--- config.mk ---
export PLATFORM = sky130hd
export DESIGN_NAME = idu_pipe
export DESIGN_NICKNAME = d
export VERILOG_FILES = /design/src/rtl/idu_pipe.sv
export SDC_FILE = /design/constraint.sdc
export NUM_CORES = 1
export LEC_CHECK = 0
export CAP_MARGIN = 15
export CORE_MARGIN = 1
export CORE_UTILIZATION = 44
export DETAILED_ROUTE_END_ITERATION = 8
export GPL_ROUTABILITY_DRIVEN = 0
export PLACE_DENSITY = 0.84
export SYNTH_ARGS = -nofsm -noshare
export SYNTH_HDL_FRONTEND = slang
export SYNTH_SLANG_ARGS = --single-unit
--- constraint.sdc ---
create_clock -name clk -period 3.75 [get_ports clk]
set_clock_uncertainty 0.05 [all_clocks]
set_input_delay 0.5625 -clock clk [delete_from_list [all_inputs] [get_ports clk]]
set_output_delay 0.5625 -clock clk [all_outputs]
set_load 0.05 [all_outputs]
--- src/rtl/idu_pipe.sv ---
// Instruction decode stage: one-entry pipeline register between IFU and EXU.
// Decodes RV32I/RV64I formats, immediates and flags, and counts handed-off bundles.
module idu_pipe #(
  parameter int XLEN  = 32,
  parameter bit RV32E = 1'b0
) (
  input  logic            clk,
  input  logic            rst,
  input  logic            in_valid,
  output logic            in_ready,
  input  logic [31:0]     in_inst,
  input  logic [XLEN-1:0] in_pc,
  input  logic            flush,
  output logic            out_valid,
  input  logic            out_ready,
  output logic [XLEN-1:0] out_pc,
  output logic [6:0]      out_opcode,
  output logic [2:0]      out_funct3,
  output logic [6:0]      out_funct7,
  output logic [4:0]      out_rs1,
  output logic [4:0]      out_rs2,
  output logic [4:0]      out_rd,
  output logic [XLEN-1:0] out_imm,
  output logic [2:0]      out_fmt,
  output logic            out_rd_we,
  output logic            out_illegal,
  output logic            out_ecall,
  output logic            out_ebreak,
  output logic            ebreak_event,
  output logic [31:0]     decode_count
);

  localparam logic [2:0] FMT_NONE = 3'd0;
  localparam logic [2:0] FMT_R    = 3'd1;
  localparam logic [2:0] FMT_I    = 3'd2;
  localparam logic [2:0] FMT_S    = 3'd3;
  localparam logic [2:0] FMT_B    = 3'd4;
  localparam logic [2:0] FMT_U    = 3'd5;
  localparam logic [2:0] FMT_J    = 3'd6;

  localparam logic [6:0] OP_LUI    = 7'b0110111;
  localparam logic [6:0] OP_AUIPC  = 7'b0010111;
  localparam logic [6:0] OP_JAL    = 7'b1101111;
  localparam logic [6:0] OP_JALR   = 7'b1100111;
  localparam logic [6:0] OP_LOAD   = 7'b0000011;
  localparam logic [6:0] OP_OPIMM  = 7'b0010011;
  localparam logic [6:0] OP_SYSTEM = 7'b1110011;
  localparam logic [6:0] OP_STORE  = 7'b0100011;
  localparam logic [6:0] OP_BRANCH = 7'b1100011;
  localparam logic [6:0] OP_OP     = 7'b0110011;

  logic [6:0]         opcode;
  logic [2:0]         funct3;
  logic [4:0]         rs1, rs2, rd;
  logic [2:0]         fmt;
  logic signed [31:0] imm32;
  logic [XLEN-1:0]    imm;
  logic               illegal, idx_bad, rd_we, is_ecall, is_ebreak;
  logic               load, handoff;

  assign opcode = in_inst[6:0];
  assign funct3 = in_inst[14:12];
  assign rs1    = in_inst[19:15];
  assign rs2    = in_inst[24:20];
  assign rd     = in_inst[11:7];

  always_comb begin
    fmt = FMT_NONE;
    case (opcode)
      OP_LUI, OP_AUIPC:                      fmt = FMT_U;
      OP_JAL:                                fmt = FMT_J;
      OP_JALR, OP_LOAD, OP_OPIMM, OP_SYSTEM: fmt = FMT_I;
      OP_STORE:                              fmt = FMT_S;
      OP_BRANCH:                             fmt = FMT_B;
      OP_OP:                                 fmt = FMT_R;
      default:                               fmt = FMT_NONE;
    endcase
  end

  // Immediates are assembled at 32 bits and sign-extended to XLEN by the signed cast.
  always_comb begin
    imm32 = '0;
    case (fmt)
      FMT_I:   imm32 = {{20{in_inst[31]}}, in_inst[31:20]};
      FMT_S:   imm32 = {{20{in_inst[31]}}, in_inst[31:25], in_inst[11:7]};
      FMT_B:   imm32 = {{19{in_inst[31]}}, in_inst[31], in_inst[7], in_inst[30:25],
                        in_inst[11:8], 1'b0};
      FMT_U:   imm32 = {in_inst[31:12], 12'b0};
      FMT_J:   imm32 = {{11{in_inst[31]}}, in_inst[31], in_inst[19:12], in_inst[20],
                        in_inst[30:21], 1'b0};
      default: imm32 = '0;
    endcase
  end

  assign imm = XLEN'(imm32);

  // Only the register indices a format actually uses are range-checked under RV32E.
  always_comb begin
    idx_bad = 1'b0;
    if (RV32E) begin
      case (fmt)
        FMT_R:        idx_bad = rs1[4] | rs2[4] | rd[4];
        FMT_I:        idx_bad = rs1[4] | rd[4];
        FMT_S, FMT_B: idx_bad = rs1[4] | rs2[4];
        FMT_U, FMT_J: idx_bad = rd[4];
        default:      idx_bad = 1'b0;
      endcase
    end
  end

  always_comb begin
    illegal = 1'b0;
    if (fmt == FMT_NONE)                                        illegal = 1'b1;
    if (in_inst[1:0] != 2'b11)                                  illegal = 1'b1;
    if (opcode == OP_JALR && funct3 != 3'b000)                  illegal = 1'b1;
    if (opcode == OP_BRANCH && (funct3 == 3'b010 || funct3 == 3'b011))
                                                                illegal = 1'b1;
    if (opcode == OP_STORE && funct3 > 3'b010)                  illegal = 1'b1;
    if (idx_bad)                                                illegal = 1'b1;
  end

  assign is_ecall  = (in_inst == 32'h0000_0073);
  assign is_ebreak = (in_inst == 32'h0010_0073);
  assign rd_we     = (fmt == FMT_R || fmt == FMT_I || fmt == FMT_U || fmt == FMT_J) &&
                     (rd != 5'd0) && (opcode != OP_SYSTEM) && !illegal;

  assign in_ready = !out_valid || out_ready || flush;
  assign load     = in_valid && in_ready && !flush;
  assign handoff  = out_valid && out_ready && !flush;

  // Flush drops the held bundle; payload is left as-is since out_valid qualifies it.
  always_ff @(posedge clk) begin
    if (rst) begin
      out_valid   <= 1'b0;
      out_pc      <= '0;
      out_opcode  <= '0;
      out_funct3  <= '0;
      out_funct7  <= '0;
      out_rs1     <= '0;
      out_rs2     <= '0;
      out_rd      <= '0;
      out_imm     <= '0;
      out_fmt     <= FMT_NONE;
      out_rd_we   <= 1'b0;
      out_illegal <= 1'b0;
      out_ecall   <= 1'b0;
      out_ebreak  <= 1'b0;
    end else if (flush) begin
      out_valid <= 1'b0;
    end else if (load) begin
      out_valid   <= 1'b1;
      out_pc      <= in_pc;
      out_opcode  <= opcode;
      out_funct3  <= funct3;
      out_funct7  <= in_inst[31:25];
      out_rs1     <= rs1;
      out_rs2     <= rs2;
      out_rd      <= rd;
      out_imm     <= imm;
      out_fmt     <= fmt;
      out_rd_we   <= rd_we;
      out_illegal <= illegal;
      out_ecall   <= is_ecall;
      out_ebreak  <= is_ebreak;
    end else if (handoff) begin
      out_valid <= 1'b0;
    end
  end

  always_ff @(posedge clk) begin
    if (rst) begin
      decode_count <= 32'd0;
    end else if (handoff) begin
      decode_count <= decode_count + 32'd1;
    end
  end

  assign ebreak_event = handoff && out_ebreak && !rst;

endmodule

==> flow_summary.toml, run 1 <==
[detailed_routing]
drt-initial-drc-count = 493
ant_nets = 0
drc = 0
viasPerCell = 5.30
first_pass_iters = 5
wl_um = 16400
via_count = 5597
route.met2.wl_um = 7890
route.top_layer_used = "met5"
wire_per_inst_um = 15.5
met3_wirelength_um = 1140
m1WireLength_um = 6960

[finish]
final_common_cell = "clkdlybuf4s50_1"
final_cells = 1057
layout_common_cells = "clkdlybuf4s50_1, nand2_1, dfxtp_1"
num_antenna_cells = 0
finish.utilization_pct = 68.0
synthToLayoutAreaGrowth_pct = 48.8
drive_gt1_share_pct = 5.51
fin_nets = 953

[timing]
fin_crit_sh_pct = 82.3
fmax_mhz = 324
rsz0062_at_grt = "no"
tightest_slew_ns = 1.05
tns_ns = 0
finalHoldViolCount = 0
slew_headroom_pct = 29.1
finalSetupViolCount = 0
hold_slack_ns = 0.401
slew_viol_final = 0
period_needed_ns = 3.08

[floorplanning]
rows = 40
start_util_pct = 45.7
die_h_um = 115
die_x_um = 115
core_area_um2 = 12200
io_pins = 207
fp.dieArea_um2 = 13100

[place]
hpwl_um = 11600
portBuffers = 206
numPlacedInstances = 1028

[power_and_ir_drop]
comb_power_share_pct = 13.2
ir_drop_mv = 0.247
power_frac_seq_pct = 43.5
p_leak_nw = 2.84
power_density_nw_per_um2 = 417
total_power_mw = 3.46
sw_frac_of_total_pct = 25.2
p_sw_uw = 872
pwr-share-clk_pct = 43.3
intPower_mw = 2.59

[clock_network]
holdBufCountCts = 0
tritoncts = "yes"
cts.clk_slew.worst_paths_ns = 0.05
cts_htree_levels = 4
post_cts.repair.setup_buffers = 0
cts_buffers = 17
insertion_delay_ns = 0.41
root_buffer = "clkbuf_16"
postCtsResizedCells = 0
clockBufferDepth = 2
cts.sinks = 136

[outcome]
status = "finished clean"

[logic_synthesis]
syn_nets = 764
synth_edf_count = 0
synth_flop_cell = "dfxtp_1"
synth_cell_types = 48
avgSynthCellArea_um2 = 8.09
synth_seq_area_share_pct = 48.8
synth-seq-cells = 136
synth_area_um2 = 5580
postSynthCellCount = 690
async_reset_ff_share_pct = 0
yosys_warnings = 0

[critical_path]
critPathMaxFanout = 11
arrival_ns = 3.36
slowest_stage = "clkdlybuf4s50_1"
cp_data_required_time_ns = 4.03
cpPeakStageDelay_ns = 0.54
crit_top_cell = "a21oi_1"
end_kind = "flip-flop"
path_class = "input port to flip-flop"
start_kind = "input port"
crit_chain = "clkdlybuf4s50_1, a2111o_1, a21oi_1, ha_1, a21bo_2, o2111ai_1, nand3_1, a21oi_1"
rr_worst_depth = 5

[worst_hold_path]
hold_path_class = "flip-flop to flip-flop"
min_path_cells = 2

[grt]
grt_pass1_wl_um = 25500
grt_usage_pct = 24.9
grt_max_degree = 87
antenna_found_initial = 1
grt.overflow.total = 0
grt_pass1_vias = 5075

[flow_run]
cap_violations = 0
## through the flow
stage          worst slack (ns)  instance area, um^2
3_5_place_dp              0.267                 7770
6_report                  0.666                 8310
2_1_floorplan             0.617                 5580
3_3_place_gp              0.371                 7770
4_1_cts                   0.692                 8310
5_1_grt                   0.354                 8310
## worst paths after layout
path                            to  slack (ns)              from
hold / removal          out_rs1[1]        0.40        out_rs1[1]
setup reg to reg  decode_count[26]        1.43  decode_count[12]
hold reg to reg         out_rs1[1]        0.40        out_rs1[1]
setup / recovery       out_imm[22]        0.67        in_inst[6]
## routing by layer
layer  track usage (%)  up-vias
li1                  -     2756
met1              30.7     2592
met2              40.8      216
met3              6.67       31
met4              11.2        2
met5                 0        -
## cells in the mapped netlist, types with 2 or more instances
| cell | count | area, um^2 |
|---|---|---|
| nand2_1 | 175 | 657 |
| dfxtp_1 | 136 | 2720 |
| a21oi_1 | 91 | 455 |
| clkbuf_1 | 43 | 161 |
| nor2_1 | 41 | 154 |
| a22oi_1 | 28 | 210 |
| nand3_1 | 21 | 105 |
| xnor2_1 | 18 | 158 |
| nor3_1 | 14 | 70.1 |
| nor4_1 | 12 | 75.1 |
| o21ai_0 | 12 | 60.1 |
| inv_1 | 9 | 33.8 |
| nand4_1 | 8 | 50.1 |
| nor2b_1 | 8 | 50.1 |
| and2_1 | 5 | 31.3 |
| ha_1 | 5 | 62.6 |
| or4_1 | 5 | 37.5 |
| xor2_1 | 5 | 43.8 |
| a221oi_1 | 4 | 35.0 |
| and3_1 | 4 | 25.0 |
| or3_1 | 4 | 25.0 |
| a211oi_1 | 3 | 22.5 |
| and3b_1 | 3 | 26.3 |
| mux2_2 | 3 | 33.8 |
| nand2b_1 | 3 | 18.8 |
| o211ai_1 | 3 | 22.5 |
| a2111o_1 | 2 | 22.5 |
| a2bb2oi_1 | 2 | 17.5 |
| and4_1 | 2 | 17.5 |
| and4b_1 | 2 | 20.0 |
| mux2i_1 | 2 | 20.0 |
## kinds of logic (layout without fill, tap and decap cells)
kind of cell / after synthesis / count (layout) / synth area share, %
simple gates: 313 / 313 / 25.3
compound gates: 153 / 153 / 16.5
flops: 136 / 136 / 48.8
buf+inv: 55 / 254 / 3.74
xor+xnor: 23 / 23 / 3.61
fa+ha+maj: 5 / 5 / 1.12
mux: 5 / 5 / 0.963
## worst max-delay path: cells and delay by family
family,cells,cell delay (ns)
AO/OA/AOI/OAI,5,1.54
adder cells (fa/ha/maj),1,0.32
buffers and inverters,1,0.54
AND/OR/NAND/NOR,1,0.41
## cell type report
class | instances | area [um^2]
Clock buffer | 26 | 519
Tap cell | 168 | 210
Inverter | 9 | 33.8
Multi-Input combinational cell | 499 | 2660
Fill cell | 1051 | 3900
Timing Repair Buffer | 216 | 2150
Sequential cell | 136 | 2720
Clock inverter | 3 | 15.0
## power groups by stage
stage	clock (mW)	sequential, mW	combinational, mW
finish	1.50	1.51	0.459
floorplan	0	1.67	0.120
global placement	0	1.53	0.455
global route	1.58	1.51	0.484
CTS	1.52	1.51	0.458
detailed placement	0	1.54	0.457
## sequential cells by signal, summed over array words and instances (netlist names), 3 cells and up
name,count
out_rs2,5
out_pc,32
out_rs1,5
out_funct7,7
out_funct3,3
out_opcode,7
out_fmt,3
out_rd,5
decode_count,32
out_imm,32
No activity file was read; power rests on OpenSTA's default activity.
==> run 2: changes to the inputs <==
--- a/config.mk
+++ b/config.mk
@@ -7,10 +7,10 @@
 export LEC_CHECK = 0
 export CAP_MARGIN = 15
 export CORE_MARGIN = 1
-export CORE_UTILIZATION = 44
+export CORE_UTILIZATION = 40
 export DETAILED_ROUTE_END_ITERATION = 8
 export GPL_ROUTABILITY_DRIVEN = 0
-export PLACE_DENSITY = 0.84
+export PLACE_DENSITY = 0.8
 export SYNTH_ARGS = -nofsm -noshare
 export SYNTH_HDL_FRONTEND = slang
 export SYNTH_SLANG_ARGS = --single-unit
==> constraint.sdc (replaced) <==
create_clock -name clk -period 2.8 [get_ports clk]
set_clock_uncertainty 0.05 [all_clocks]
set_input_delay 0.42 -clock clk [delete_from_list [all_inputs] [get_ports clk]]
set_output_delay 0.42 -clock clk [all_outputs]
set_load 0.05 [all_outputs]
==> run 2 against run 1 <==
  * Combinational power grew 40%
  * Largest cell class unchanged
  * Highest routed layer is now met4
  * Critical path type unchanged
  * Clock-buffer cell count shrank 1
  * Critical path depth grew 5
==> flow_summary.toml, run 2 (synthesis results as in run 1) <==
[detailed_routing]
via_count = 5732
wl_um = 17000
ant_nets = 0
viasPerCell = 5.23
first_pass_iters = 6
drt-initial-drc-count = 462
drc = 0
wire_per_inst_um = 15.5

[critical_path]
end_kind = "flip-flop"
critPathMaxFanout = 9
start_kind = "input port"
arrival_ns = 2.88
reg2reg_setup_slack_ns = 0.48
path_class = "input port to flip-flop"
cp_data_required_time_ns = 3.08
rr_worst_depth = 5

[grt]
grt_max_degree = 75
antenna_found_initial = 0
grt_pass1_vias = 5384
grt.overflow.total = 0
grt_usage_pct = 24.2
grt_pass1_wl_um = 27300

[floorplanning]
core_area_um2 = 13500
die_x_um = 120
fp.dieArea_um2 = 14400
rows = 42
die_h_um = 120
io_pins = 207
start_util_pct = 41.5

[timing]
slew_headroom_pct = 52.7
fin_crit_sh_pct = 92.8
hold_slack_ns = 0.400
finalHoldViolCount = 0
fmax_mhz = 385
rsz0062_at_grt = "no"
finalSetupViolCount = 0
setup_ws_ns = 0.203
tns_ns = 0
slew_viol_final = 0
period_needed_ns = 2.60
tightest_slew_ns = 0.708

[worst_hold_path]
hold_path_class = "flip-flop to flip-flop"
min_path_cells = 2

[finish]
multi_input_area_um2 = 2680
finish.utilization_pct = 63.7
synthToLayoutAreaGrowth_pct = 53.6
fin_nets = 984
fillCellCount = 1157
layout_common_cells = "clkdlybuf4s50_1, nand2_1, dfxtp_1"
final_common_cell = "clkdlybuf4s50_1"
drive_gt1_share_pct = 8.91
regArea_um2 = 2720
num_antenna_cells = 0
reg.largest.list = "decode_count: 32 flops, out_imm: 32 flops, out_pc: 32 flops"

[place]
dpl_worst_slack_ns = -0.359
hpwl_um = 12000
portBuffers = 206

[clock_network]
cts_buffers = 17
cts.sinks = 136
cts_htree_levels = 4
insertion_delay_ns = 0.42
holdBufCountCts = 0
post_cts.repair.setup_buffers = 0
tritoncts = "yes"
root_buffer = "clkbuf_16"
postCtsResizedCells = 0
clockBufferDepth = 2
cts.clk_slew.worst_paths_ns = 0.05

[power_and_ir_drop]
power_density_nw_per_um2 = 546
intPower_mw = 3.51
power_frac_seq_pct = 43.1
p_sw_mw = 1.17
ir_drop_mv = 0.479
sw_frac_of_total_pct = 25.1
p_leak_nw = 3.00
pwr-share-clk_pct = 43.2
comb_power_share_pct = 13.7

[flow_run]
cap_violations = 0

[outcome]
status = "finished clean"
==> run 2: cell types whose count changed in the layout (fill, tap and decap cells not counted) <==
cell             previous run  this run
buf_4                      10        41
clkbuf_8                    6         3
clkbuf_1                    3         5
a2111oi_0                   1         0
a2111oi_2                   0         1
a21oi_1                    91        90
a21oi_2                     0         1
buf_12                      1         2
bufinv_16                   0         1
clkdlybuf4s50_1           205       204
o311ai_1                    1         0
o311ai_2                    0         1
==> run 2: critical path, stage by stage <==
cell and delay (ns):
clkdlybuf4s50_1 0.48, buf_4 0.17, nor3b_1 0.20, o211ai_1 0.14, a21oi_2 0.21, buf_4 0.15
ha_1 0.19, buf_4 0.19, nor2_1 0.06, a211oi_2 0.20, buf_4 0.19, a22oi_1 0.08
a22oi_1 0.21
==> run 2: power by group through the flow <==
| stage | Clock (mW) | Combinational (mW) | Sequential (mW) |
|---|---|---|---|
| finish | 2.02 | 0.643 | 2.02 |
| global route | 2.16 | 0.684 | 2.02 |
| CTS | 2.06 | 0.645 | 2.02 |
| detailed placement | 0 | 0.642 | 2.06 |
| global placement | 0 | 0.638 | 2.05 |
| floorplan | 0 | 0.162 | 2.24 |
==> run 2: path summary, 6_finish.rpt <==
kind,from,end
worst max-delay path,in_inst[2],out_imm[17]
worst min-delay path,out_pc[5],out_pc[5]
worst max register to register,decode_count[13],decode_count[28]
worst min register to register,out_pc[5],out_pc[5]
==> run 2: cell type report <==
| type | count | share of cell area (%) |
|---|---|---|
| timing repair buffer | 247 | 27.9 |
| sequential | 136 | 31.7 |
| tap | 176 | 2.57 |
| inverter | 9 | 0.394 |
| clock inverter | 4 | 0.525 |
| multi-input combinational | 499 | 31.2 |
| clock buffer | 25 | 5.66 |
==> run 2: routing by layer <==
metal	up-vias	GRT usage, %	part of all wire (%)
met5	-	0	0
met3	35	7.56	7.7
met2	194	39.1	48
met4	0	10.2	2.5
li1	2815	-	-
met1	2688	29.6	41
==> run 2: per-stage QoR <==
stage,area [um^2],power (mW),instances
2_1_floorplan,5590,2.40,690
3_3_place_gp,8030,2.69,1067
3_5_place_dp,8030,2.70,1067
4_1_cts,8560,4.73,1096
5_1_grt,8580,4.86,1096
6_report,8580,4.68,1096
